### src/rtl/trig_alu_sequencer.sv
// rtl/trig_alu_sequencer.sv - sequences the shared ALU through CORDIC-style trig iterations
// Optional busy-cycle counter enabled by defining TRIG_BUSY_CNT_EN.
module trig_alu_sequencer #(
  parameter int          ITERS    = 16,
  parameter logic [3:0]  ADD_CODE = 4'b0000,
  parameter logic [3:0]  SUB_CODE = 4'b0001
) (
  input  logic        clk,
  input  logic        rst_n,
  input  logic        trig_start,
  input  logic        flush,
  input  logic        trig_sign,
  input  logic [3:0]  pipe_alu_control,
  output logic [3:0]  alu_control_out,
  output logic        alu_grant_trig,
  output logic        trig_load,
  output logic        trig_step_en,
  output logic [4:0]  iter_idx,
  output logic        stall,
  output logic        trig_done,
  output logic [15:0] busy_cycles
);

  typedef enum logic [1:0] {IDLE, LOAD, ITER, DONE} state_t;

  localparam logic [4:0] LAST_IDX = 5'(ITERS - 1);

  state_t     state;
  logic [4:0] idx_q;

  always_ff @(posedge clk or negedge rst_n) begin
    if (!rst_n) begin
      state <= IDLE;
      idx_q <= '0;
    end else if (flush) begin
      state <= IDLE;
      idx_q <= '0;
    end else begin
      case (state)
        IDLE: begin
          if (trig_start) begin
            state <= LOAD;
            idx_q <= '0;
          end
        end
        LOAD: state <= ITER;
        ITER: begin
          // Index stops at the last iteration so DONE reports ITERS-1.
          if (idx_q == LAST_IDX) state <= DONE;
          else                   idx_q <= idx_q + 5'd1;
        end
        DONE: begin
          if (trig_start) begin
            state <= LOAD;
            idx_q <= '0;
          end else begin
            state <= IDLE;
          end
        end
        default: state <= IDLE;
      endcase
    end
  end

  assign trig_load      = (state == LOAD);
  assign trig_step_en   = (state == ITER);
  assign trig_done      = (state == DONE);
  assign stall          = (state == LOAD) || (state == ITER);
  assign alu_grant_trig = stall;
  assign iter_idx       = idx_q;

  // Negative residual angle rotates the other way: add instead of subtract.
  assign alu_control_out = (state == ITER) ? (trig_sign ? ADD_CODE : SUB_CODE)
                                           : (stall ? SUB_CODE : pipe_alu_control);

`ifdef TRIG_BUSY_CNT_EN
  logic [15:0] busy_q;

  always_ff @(posedge clk or negedge rst_n) begin
    if (!rst_n)                          busy_q <= '0;
    else if (stall && busy_q != 16'hFFFF) busy_q <= busy_q + 16'd1;
  end

  assign busy_cycles = busy_q;
`else
  assign busy_cycles = '0;
`endif

endmodule

### config.mk
export PLATFORM = sky130hd
export DESIGN_NAME = trig_alu_sequencer
export DESIGN_NICKNAME = d
export VERILOG_FILES = /design/src/rtl/trig_alu_sequencer.sv
export SDC_FILE = /design/constraint.sdc
export NUM_CORES = 1
export LEC_CHECK = 0
export CAP_MARGIN = 10
export CORE_MARGIN = 2
export CORE_UTILIZATION = 32
export DETAILED_ROUTE_END_ITERATION = 6
export GPL_ROUTABILITY_DRIVEN = 0
export PLACE_DENSITY = 0.73
export SLEW_MARGIN = 20
export SYNTH_ARGS = -nofsm -noshare
export SYNTH_HDL_FRONTEND = slang
export SYNTH_SLANG_ARGS = --single-unit
### constraint.sdc
create_clock -name clk -period 1.9 [get_ports clk]
set_input_delay 0.285 -clock clk [delete_from_list [all_inputs] [get_ports clk]]
set_output_delay 0.285 -clock clk [all_outputs]
set_load 0.02 [all_outputs]
==> results.json <==
{
  "die_area_um2": 2300,
  "fmax_ghz": 0.548,
  "r2r_slack_ns": 0.07,
  "ios": 39,
  "die-width_um": 48.0,
  "drt-wirelength-per-cell_um": 10.4,
  "powerDensity_nw_per_um2": 1360,
  "ys_seq_area_share_pct": 28.3,
  "worstSetupEndpointType": "register",
  "p_leak_nw": 0.470,
  "ys_seq_elements": 7,
  "final_nets": 121,
  "dp_hpwl_mm": 1.16,
  "setup_violations": 0,
  "yosys-top-cells-area": "dfrtp_1, buf_4, ha_1, and2_1, inv_1",
  "grt_max_degree": 8,
  "grt_pass1_vias": 516,
  "crit_chain": "ha_4, and3_1, ha_2, a2bb2oi_2, a21oi_2, or4_1, nand3_1",
  "clk_pin_slew_worst_paths_ns": 0.05,
  "layout_commonest_cell": "conb_1",
  "cts-root-buf": "clkbuf_4",
  "endpoint": "iter_idx[3]",
  "area_delta_synth_final_pct": 48.1,
  "worstReg2RegEnd": "iter_idx[3]",
  "drt_iter0_markers": 6,
  "grt_busiest_layer": "met2",
  "drive_gt1_share_pct": 25.0,
  "slowest_delay_ns": 0.51,
  "grt_util_all_layers_pct": 14.7,
  "crit_required_ns": 2.09,
  "outcome": "completed",
  "use_met3_pct": 7.55,
  "grt_first_pass_wirelength_mm": 2.26,
  "htree_levels": 1,
  "clockBufferDepth": 2,
  "viasPerCell": 4.29,
  "synth_area_leader_cell": "dfrtp_1",
  "critPathMaxFanout": 3,
  "netlist.area_leader.share_pct": 28.3,
  "ant_nets": 0,
  "layout_common_cells": "conb_1, clkdlybuf4s50_1, buf_4",
  "slowest_stage": "or4_1",
  "drv_cap": 0,
  "initial_utilization_pct": 35.1,
  "setup_tns_ns": 0,
  "rsz0062_at_grt": "no",
  "gr-total-overflow": 0,
  "fin_util_pct": 52.0,
  "crit_cells": 7,
  "cts_setup_buffers": 0,
  "fin_hold_ws_ns": 0.306,
  "clk_latency_ns": 0.25,
  "final_area_um2": 917,
  "use_met2_pct": 27.5,
  "place_ws_ns": -0.00149,
  "diodes": 0,
  "slew_violations": 0,
  "r2r_cells": 7,
  "critPathArrivalTime_ns": 2.01,
  "dpl_cell_area_um2": 890,
  "worst-path-buf-inv": 0,
  "clock-skew-final_ns": 0.000252,
  "postSynthAreaPerCell_um2": 8.85,
  "grt_util_met1_pct": 15.1,
  "synth_warnings": 0,
  "grt_antenna_before_repair": 0,
  "timing.rr.start": "iter_idx[0]",
  "hold_path.class": "in -> async",
  "finalWorstSetupSlack_ns": 0.0743,
  "syn-cell-area_um2": 619,
  "cts_tree": "built",
  "ys_types": 25,
  "fill_cells": 170,
  "numCtsBuffers": 3,
  "drt_first_pass_iters": 4,
  "crit_type": "reg -> reg",
  "period_minus_slack_ns": 1.83,
  "ir_drop_uv": 1080,
  "cts_sinks": 7,
  "critPathTopFamily": "simple AND/OR/NAND/NOR gates",
  "wl_mm": 1.34,
  "crit_start": "iter_idx[0]",
  "vias": 554,
  "syn_inst": 70,
  "finalCritPeriodShare_pct": 96.1,
  "die_h_um": 48.0,
  "drcViolationCount": 0,
  "core_area_um2": 1760,
  "hold_viol": 0,
  "std_cell_rows": 15,
  "crit_path_start_kind": "register",
  "io_buffers": 22
}
[how the worst min path moves through the flow]
stage	from	endpoint	slack, ns	cells after the start
global placement	iter_idx[4]	iter_idx[4]	0.48	2
finish	rst_n	state[0]	0.31	1
CTS	rst_n	state[0]	0.31	1
detailed placement	iter_idx[4]	iter_idx[4]	0.49	2
global route	rst_n	state[0]	0.34	1
floorplan	rst_n	iter_idx[0]	-0.01	0
[logic make-up (layout without fill, tap and decap cells)]
kind of cell             count (synthesis)  count (layout)  synth area share [%]
buffers and inverters                   22              41                  23.6
AND/OR/NAND/NOR                         20              20                  17.0
AO/OA/AOI/OAI                           12              12                  14.7
adder cells (fa/ha/maj)                  7               7                  14.1
flip-flops                               7               7                  28.3
other                                    1              16                 0.605
multiplexers                             1               1                  1.62
[registers in the layout (all words and copies together), names as in the netlist]
| register | cells |
|---|---|
| state | 2 |
| iter_idx | 5 |
[layout make-up]
cell class	instances	area, µm²	share of cell area, %
sequential	7	178	19.4
timing repair buffer	32	278	30.3
inverter	5	18.8	2.05
tap	25	31.3	3.41
clock buffer	4	26.3	2.86
multi-input combinational	56	385	42.0
[stage by stage]
| step | power, W | std cells |
|---|---|---|
| finish | 0.00125 | 129 |
| global route | 0.00136 | 129 |
| CTS | 0.00127 | 129 |
| detailed placement | 0.00118 | 125 |
| global placement | 0.00116 | 125 |
| floorplan | 0.000777 | 85 |
[power by group]
group,total (W),switching (W),internal (W)
Sequential,0.000190,0.0000165,0.000174
Combinational,0.000920,0.000516,0.000404
Clock,0.000136,0.0000559,0.0000802
[timing repair]
item / CTS / global route
gates resized for setup: 9 / 12
endpoints found under the hold margin: 0 / 0
setup endpoints to repair: 6 / 9
hold buffers: 0 / 0
[layer usage]
layer	vias to the layer above	part of all wire, %
met4	0	0
li1	273	-
met1	256	38
met2	25	53
met5	-	0
met3	0	9.0
[synth_stat cells]
| cell type | number |
|---|---|
| inv_1 | 5 |
| conb_1 | 1 |
| a21oi_2 | 1 |
| o31ai_1 | 1 |
| a32o_1 | 1 |
| a211oi_1 | 1 |
| a221oi_1 | 1 |
| or4_1 | 1 |
| and3_1 | 1 |
| nand3_1 | 3 |
| mux2i_1 | 1 |
| o41ai_1 | 1 |
| nor2_1 | 3 |
| buf_4 | 17 |
| nor2b_1 | 2 |
| and2_1 | 3 |
| o21ai_0 | 3 |
| nand2b_1 | 1 |
| ha_1 | 7 |
| a21oi_1 | 2 |
| a2bb2oi_2 | 1 |
| nor3_1 | 1 |
| dfrtp_1 | 7 |
| or2b_1 | 1 |
| nand2_1 | 4 |
[worst register-to-register path: cells and delay by family (launching register included)]
kind	cells	cell delay (ns)
simple gates	3	0.78
flops	1	0.42
fa+ha+maj	2	0.35
compound gates	2	0.20
No activity file was read; power rests on OpenSTA's default activity.
